==> config.mk <==
export PLATFORM = sky130hd
export DESIGN_NAME = qspi2sdram_top
export DESIGN_NICKNAME = d
export VERILOG_FILES = /design/src/rtl/qspi2sdram_top.sv
export SDC_FILE = /design/constraint.sdc
export NUM_CORES = 1
export LEC_CHECK = 0
export CAP_MARGIN = 15
export CORE_ASPECT_RATIO = 0.6
export CORE_MARGIN = 3
export CORE_UTILIZATION = 55
export DETAILED_ROUTE_END_ITERATION = 7
export GPL_ROUTABILITY_DRIVEN = 1
export PLACE_DENSITY = 0.73
export SETUP_SLACK_MARGIN = 0.02
export SYNTH_ARGS = -nofsm -noshare
export SYNTH_HDL_FRONTEND = slang
export SYNTH_SLANG_ARGS = --single-unit
export TNS_END_PERCENT = 5
==> constraint.sdc <==
create_clock -name sdram_clk -period 2.7 [get_ports sdram_clk]
set_input_delay 0.54 -clock sdram_clk [delete_from_list [all_inputs] [get_ports sdram_clk]]
set_output_delay 0.54 -clock sdram_clk [all_outputs]
set_load 0.05 [all_outputs]
==> src/rtl/qspi2sdram_top.sv <==
// qspi2sdram_top: QSPI fast-read slave that streams 16-bit SDRAM words out MSB first.
// Latency: dout updates 3 sdram_clk cycles after a qspi_clk fall (2-flop sync + registered output).
// Backpressure: at most one SDRAM request in flight; a word not back in time goes out as 16'hFFFF.
// Ports: sdram_clk/rst_n system clock and async active-low reset; qspi_clk/csn/di/holdn/wpn serial
//   slave inputs (wpn unused); dout serial data out (`do` is a reserved word, hence the name);
//   rd_addr/rd_avalid/rd_aready address request; rd_data/rd_valid/rd_ready read-data beat.
module qspi2sdram_top #(
  parameter int          ADDR_W     = 22,
  parameter logic [7:0]  CMD_READ   = 8'h0B,
  parameter int          DUMMY_CLKS = 8
) (
  input  logic              sdram_clk,
  input  logic              rst_n,
  input  logic              qspi_clk,
  input  logic              csn,
  input  logic              di,
  output logic              dout,
  input  logic              wpn,
  input  logic              holdn,
  output logic [ADDR_W-1:0] rd_addr,
  output logic              rd_avalid,
  input  logic              rd_aready,
  input  logic [15:0]       rd_data,
  input  logic              rd_valid,
  output logic              rd_ready
);

  typedef enum logic [2:0] {IDLE, CMD, ADDR, DUMMY, DATA, IGNORE} state_t;

  localparam logic [7:0] DCNT = 8'(DUMMY_CLKS);

  // [1] is the synchronized value, [2] its previous sample for edge detection
  logic [2:0] qclk_q;
  logic [2:0] csn_q;
  logic [1:0] di_q;
  logic [1:0] hold_q;

  always_ff @(posedge sdram_clk or negedge rst_n) begin
    if (!rst_n) begin
      qclk_q <= '0;
      csn_q  <= '0;
      di_q   <= '0;
      hold_q <= '0;
    end else begin
      qclk_q <= {qclk_q[1:0], qspi_clk};
      csn_q  <= {csn_q[1:0], csn};
      di_q   <= {di_q[0], di};
      hold_q <= {hold_q[0], holdn};
    end
  end

  logic en, q_rise, q_fall, cs_rise, cs_fall;
  assign en      = ~csn_q[1] & hold_q[1];
  assign q_rise  = en & qclk_q[1] & ~qclk_q[2];
  assign q_fall  = en & ~qclk_q[1] & qclk_q[2];
  // Synced csn resets low, so a csn held low through reset yields no falling edge
  // until it has been seen high once.
  assign cs_rise = csn_q[1] & ~csn_q[2];
  assign cs_fall = ~csn_q[1] & csn_q[2];

  state_t             state;
  logic [7:0]         cnt;
  logic [6:0]         cmd_sh;
  logic [22:0]        addr_sh;
  logic [ADDR_W-1:0]  word_addr;
  logic [15:0]        sreg;
  logic [15:0]        buf_dat;
  logic               buf_full;
  logic               req_pend;
  logic               discard;

  logic [7:0]  cmd_full;
  logic [23:0] addr_full;
  logic [15:0] load_word;
  assign cmd_full  = {cmd_sh, di_q[1]};
  assign addr_full = {addr_sh, di_q[1]};
  assign load_word = buf_full ? buf_dat : 16'hFFFF;

  logic unused_ok;
  assign unused_ok = wpn ^ addr_full[23];

  always_ff @(posedge sdram_clk or negedge rst_n) begin
    if (!rst_n) begin
      state     <= IDLE;
      cnt       <= '0;
      cmd_sh    <= '0;
      addr_sh   <= '0;
      word_addr <= '0;
      sreg      <= '0;
      buf_dat   <= '0;
      buf_full  <= 1'b0;
      req_pend  <= 1'b0;
      discard   <= 1'b0;
      dout      <= 1'b0;
      rd_addr   <= '0;
      rd_avalid <= 1'b0;
      rd_ready  <= 1'b0;
    end else begin
      // Request side: launch only when nothing (including a discarded beat) is in flight.
      if (rd_avalid && rd_aready) begin
        rd_avalid <= 1'b0;
        rd_ready  <= 1'b1;
      end else if (req_pend && !rd_avalid && !rd_ready && !cs_rise) begin
        rd_avalid <= 1'b1;
        rd_addr   <= word_addr;
        req_pend  <= 1'b0;
      end
      if (rd_ready && rd_valid) begin
        rd_ready <= 1'b0;
        if (discard) begin
          discard <= 1'b0;
        end else begin
          buf_dat  <= rd_data;
          buf_full <= 1'b1;
        end
      end

      if (cs_rise) begin
        state    <= IDLE;
        dout     <= 1'b0;
        buf_full <= 1'b0;
        req_pend <= 1'b0;
        // Anything still outstanding after this cycle belongs to the aborted frame.
        if (rd_avalid || (rd_ready && !rd_valid)) discard <= 1'b1;
      end else begin
        case (state)
          IDLE: begin
            cnt <= '0;
            if (cs_fall) state <= CMD;
          end
          CMD: if (q_rise) begin
            cmd_sh <= cmd_full[6:0];
            if (cnt == 8'd7) begin
              cnt   <= '0;
              state <= (cmd_full == CMD_READ) ? ADDR : IGNORE;
            end else begin
              cnt <= cnt + 8'd1;
            end
          end
          ADDR: if (q_rise) begin
            addr_sh <= addr_full[22:0];
            if (cnt == 8'd23) begin
              word_addr <= addr_full[ADDR_W-1:0];
              req_pend  <= 1'b1;
              cnt       <= '0;
              state     <= DUMMY;
            end else begin
              cnt <= cnt + 8'd1;
            end
          end
          DUMMY: begin
            if (q_rise && cnt != DCNT) begin
              cnt <= cnt + 8'd1;
            end else if (q_fall && cnt == DCNT) begin
              dout  <= load_word[15];
              sreg  <= {load_word[14:0], 1'b0};
              cnt   <= 8'd15;
              state <= DATA;
              if (buf_full) begin
                buf_full  <= 1'b0;
                word_addr <= word_addr + ADDR_W'(1);
                req_pend  <= 1'b1;
              end
            end
          end
          DATA: if (q_fall) begin
            if (cnt == 8'd0) begin
              // Word boundary: consume the prefetch buffer and fetch the next word.
              // On underrun the in-flight request is left to fill the following slot.
              dout <= load_word[15];
              sreg <= {load_word[14:0], 1'b0};
              cnt  <= 8'd15;
              if (buf_full) begin
                buf_full  <= 1'b0;
                word_addr <= word_addr + ADDR_W'(1);
                req_pend  <= 1'b1;
              end
            end else begin
              dout <= sreg[15];
              sreg <= {sreg[14:0], 1'b0};
              cnt  <= cnt - 8'd1;
            end
          end
          IGNORE: ;
          default: state <= IDLE;
        endcase
      end
    end
  end

endmodule

Word-level counts from Yosys, hierarchy flattened
Cells that the tools add are included.

operators by class
  $add $sub $neg = 3
  multipliers = 0
  div/mod/pow operators = 0
  $lt $le $gt $ge = 0
  equal/unequal tests = 27
  shifts and indexed selects = 0
  mux-type cells = 66
  bitwise logic cells = 14
  reductions and logical operators = 31

operator list
  operator                 count
  $mux W22                 7
  $mux W16                 5
  $pmux W22 S3             1
  $mux W8                  8
  $pmux W8 S5              1
  $pmux W16 S2             1
  $mux W1                  30
  $mux W3                  9
  $ne A3 B3 Y1 const B     9
  $add A22 B1 Y22 const B  1
  $eq A8 B4 Y1 const B     2
  $reduce_and A8 Y1        2
  $pmux W3 S5              1
  $ne A2 B2 Y1 const B     7
  $add A8 B1 Y8 const B    1
  $eq A8 B3 Y1 const B     1
  $eq A8 B5 Y1 const B     1
  $logic_and A1 B1 Y1      8
  $logic_not A8 Y1         1
  $ne A8 B4 Y1 const B     1
  $sub A8 B1 Y8 const B    1
  $and A1 B1 Y1            7
  $not A1 Y1               7
  $eq A3 B2 Y1 const B     2
  17 further kinds         27

word-level totals
  register bits = 131
  bits in latches = 0
  RAM bits = 0
  bits in read-only memories = 0
  input bits = 25
  output and inout port bits = 25
  memories kept = 0

Longest topological paths before layout
Gate-level depths: netlist of run 1.

  depth after elaboration = 11
  gate-level depth with buffers = 8
  depth with buffers taken out = 7

Least setup slack after synthesis of run 1
No wires, ideal clock.

  path kind = reg2reg
  start point = register cnt[5]
  end point = register word_addr[1]
  arrival = 2.115 ns
  data required time = 2.573 ns
  slack = 0.458 ns
  stages on the path, launching flop included = 8
  cells stage by stage = dfrtp_1 > buf_2 > or4_1 > buf_2 > nor4_2 > o211a_2 > and2_2 > mux2_1

on the way
  word-level cells in the longest chain between the ends = 4

ends and longest elaborated chain
  element                                       RTL line  source
  from (decl)                                   62        logic [7:0] cnt;
  from (signal assigned)                        137       cnt <= cnt + 8'd1;
  from (signal assigned)                        148       cnt <= cnt + 8'd1;
  from (signal assigned)                        153       cnt <= cnt + 8'd1;
  $eq A8 B4 Y1 or $ne A8 B4 Y1 (tied branches)  154, 152
  $logic_and A1 B1 Y1 (on tied branches)        154, 152
  $ne A2 B2 Y1 (no line)                        n/a
  $reduce_and A8 Y1 (no line) *                 n/a
  to (signal assigned)                          143       word_addr <= addr_full[ADDR_W-1:0];
  to (signal assigned)                          161       word_addr <= word_addr + ADDR_W'(1);
  to (signal assigned)                          175       word_addr <= word_addr + ADDR_W'(1);
  to (decl)                                     65        logic [ADDR_W-1:0] word_addr;

Every way passes the cells marked *; elsewhere a longest branch is shown, timed or not.
A chain may end at the register's enable or synchronous reset.

Final worst setup path of run 1
  start point = register cnt[6]
  end point = register word_addr[0]

Same word-level chain as after synthesis.

==> summary.txt, run 1 <==
Sequential power share: 39.3%
FMAX: 0.396 GHz
CTS tree: built
Switching power: 2500 uW
IO Count: 50
RSZ-0062 raised after global routing: false
CTS root buf: clkbuf_16
DIE WIDTH: 146 um
Synth async-reset ratio: 100%
Die height: 89.9 um
Antenna diode count: 0
Initial antenna violation count: 0
Synth unique cells: 73
Crit path time final: 2.53 ns
Max Cap Viol: 0
Post-synth EDFFs: 0
Drt wl/cell: 19.1 um
Clock share of power: 31.5%
Clock sink count: 130
Dpl cells: 786
Seq/Total Area, Yosys: 50.4%
Worst Path Arrival: 2.82 ns
DR iter-0 viols: 446
Yosys Warn Count: 0
Largest net degree at the start of global routing: 74
Final Max Slew Viols: 0
FF-to-FF Start: cnt[6]$_DFFE_PN0P_
IO Port Bufs: 48
Max clock buf depth: 2
HP Class: in2async
DRT Pass-1 Iters: 5
Final Wtd Congestion: 0.932
Reg2reg setup slack: 0.17 ns
Setup TNS Final: 0 ns
Peak supply drop: 0.464 mV
Cts bufs inserted: 17
Routed WL: 15.5 mm
Cell family with most CP delay: simple AND/OR/NAND/NOR gates
Hpwl dp: 10.2 mm
Initial Util: 58.7%
Routed Antenna Nets: 0
Logic pwr share: 29.2%
Final Cycle Share: 93.6%
Pre-CTS setup slack: 0.252 ns
Hold buffer count at CTS: 0
Post-CTS sizing: 0
Switch share: 35.4%
Worst path cell trace: or4_1 -> nor4_2 -> o211a_2 -> and2_2 -> buf_4 -> o211ai_1
Die Footprint: 13100 um2
Gate count of the mapped netlist: 599
Vias: 5039
Slowest cell on the critical path: or4_1
Slowest stage delay, CP: 0.66 ns
Final setup vio count: 0
Layout net count: 680
Final Non-Filler Cells: 816
Share of cells above drive strength 1: 21.5%
Tot GR Track Use: 24.1%
Via-per-instance ratio: 6.18
Clk slew on worst S/H paths: 0.06 ns
Worst reg2reg path endpoint: word_addr[0]$_DFFE_PN0P_
Area delta synth->final: 19.9%
Rel. slew slack: 56.8%
CTS H-tree depth: 4
Post-CTS setup buffers: 0
Crit path max fanout: 13
Startpoint types: flop
Status: completed
Vias in the first global route: 4892
Syn_area_per_cell: 10.8 um2
Final Hold Fails: 0
Yosys reg bits: 130
Fin Clk Skew: 0.00937 ns
Total grt overflow: 0
Multi-input gate area: 2980 um2
Syn_nets: 629
Power Dens Cells: 912 nW/um2
Internal power: 4560 uW
Worst Path Required: 2.99 ns
Worst path buffer plus inverter count: 1
Crit Path Class: reg2reg
Reg area: 3250 um2
Synthesized area: 6460 um2
Fillcell total: 807
Rows: 29
Crit path capture type: flop
Global-route wire length before repair: 25.8 mm
Top FF cell, synth: dfrtp_1
Drt drc: 0
Least-Margin Pin Slew: 0.644 ns
Pwr Total: 7060 uW
Final core occ: 70.4%
Clock Latency Late Sink: 0.42 ns
Pleak: 0.00339 uW
Core area: 11000 um2
R2R depth: 6
Final Worst Setup Slack: 0.172 ns
==> worst max-delay path by stage <==
| stage | start | endpoint | slack, ns | cells after the start |
|---|---|---|---|---|
| floorplan | cnt[5]$_DFFE_PN0P_ | word_addr[1]$_DFFE_PN0P_ | 0.46 | 7 |
| global placement | cnt[6]$_DFFE_PN0P_ | word_addr[0]$_DFFE_PN0P_ | 0.32 | 6 |
| detailed placement | cnt[6]$_DFFE_PN0P_ | word_addr[0]$_DFFE_PN0P_ | 0.25 | 6 |
| CTS | cnt[6]$_DFFE_PN0P_ | word_addr[0]$_DFFE_PN0P_ | 0.23 | 6 |
| global route | cnt[6]$_DFFE_PN0P_ | word_addr[0]$_DFFE_PN0P_ | 0.09 | 6 |
| finish | cnt[6]$_DFFE_PN0P_ | word_addr[0]$_DFFE_PN0P_ | 0.17 | 6 |
==> logic make-up after synthesis <==
logic type | Yosys count | share of synthesized area (%)
DFF | 130 | 50.4
AOI/OAI and AO/OA | 161 | 15.8
muxes | 74 | 12.9
buffers and inverters | 57 | 3.84
adders and majority gates | 5 | 0.969
and+or+nand+nor | 164 | 15.1
xor gates and xnor gates | 8 | 1.09
==> synthesized netlist by cell type, drive strengths merged (15+ instances only) <==
library cell / instances / area [um2]
nand3b: 16 / 120
a21oi: 33 / 165
clkbuf: 28 / 105
nand4: 16 / 100
a31oi: 21 / 131
mux2: 72 / 811
nand2: 48 / 180
dfrtp: 130 / 3250
buf: 15 / 90.1
o21ai: 53 / 265
==> metrics by stage <==
step / area (um2) / hold WS, ns
floorplan: 6460 / 0.244
global placement: 7180 / 0.339
detailed placement: 7180 / 0.336
CTS: 7740 / 0.0717
global route: 7740 / 0.0987
finish: 7740 / 0.0698
==> placed cells by master, fill, tap and decap left out, types with 3 or more instances in the layout <==
cell / instances
o22ai_1: 14
buf_4: 26
or4_1: 5
nand2b_1: 6
or2_2: 5
a31oi_1: 21
mux2_1: 9
nand3b_1: 16
o21ai_1: 32
dfrtp_1: 130
ha_1: 5
mux2_2: 63
clkinv_2: 4
a211o_1: 3
clkbuf_16: 17
nor4_2: 3
nand4_1: 16
or3_1: 5
inv_1: 14
xnor2_1: 6
a21oi_1: 33
nor2b_1: 3
nand2_1: 48
o32ai_1: 5
nor2_1: 14
a211oi_1: 4
nand3_1: 11
and4_1: 3
a22o_1: 4
nor3_1: 6
clkdlybuf4s50_1: 47
o21ai_0: 21
==> power groups by stage <==
stage | Sequential [uW] | Clock [uW] | Combinational [uW]
after floorplan | 2600 | 0 | 1530
after global placement | 2740 | 0 | 1930
after detailed placement | 2770 | 0 | 1990
after CTS | 2750 | 2240 | 2030
after global routing | 2830 | 2330 | 2260
final | 2770 | 2220 | 2060
==> routing by layer <==
metal	global-route usage, %	wire length [um]
met5	0	0
met1	38.4	7800
met4	6.71	140
met3	5.43	1050
met2	32.7	6550
==> flip-flops by register name (all words and copies together) (netlist names) <==
signal     cells
addr_sh       21
buf_dat       16
buf_full       1
cmd_sh         7
cnt            8
csn_q          3
di_q           2
discard        1
dout           1
hold_q         2
qclk_q         3
rd_addr       22
rd_avalid      1
rd_ready       1
req_pend       1
sreg          15
state          3
word_addr     22
==> area by class of cell <==
type / count / share of cell area [%]
Clock buffer: 20 / 5.77
Inverter: 14 / 0.679
Clock inverter: 10 / 1.45
Sequential cell: 130 / 42.0
Multi-Input combinational cell: 412 / 38.5
Tap cell: 155 / 2.51
Timing Repair Buffer: 75 / 9.12
No activity file was read; power rests on OpenSTA's default activity.
==> run 2, diff against run 1 <==
- CTS_CLUSTER_SIZE: unset -> 25
- GPL_ROUTABILITY_DRIVEN: 1 -> unset
==> results of run 2 <==
Final layout, timing and power as in run 1 (identical DEF).
==> run 3, diff against run 2 <==
- CTS_CLUSTER_SIZE: 25 -> 10
==> results of run 3 <==
Final layout, timing and power as in run 1 (identical DEF).
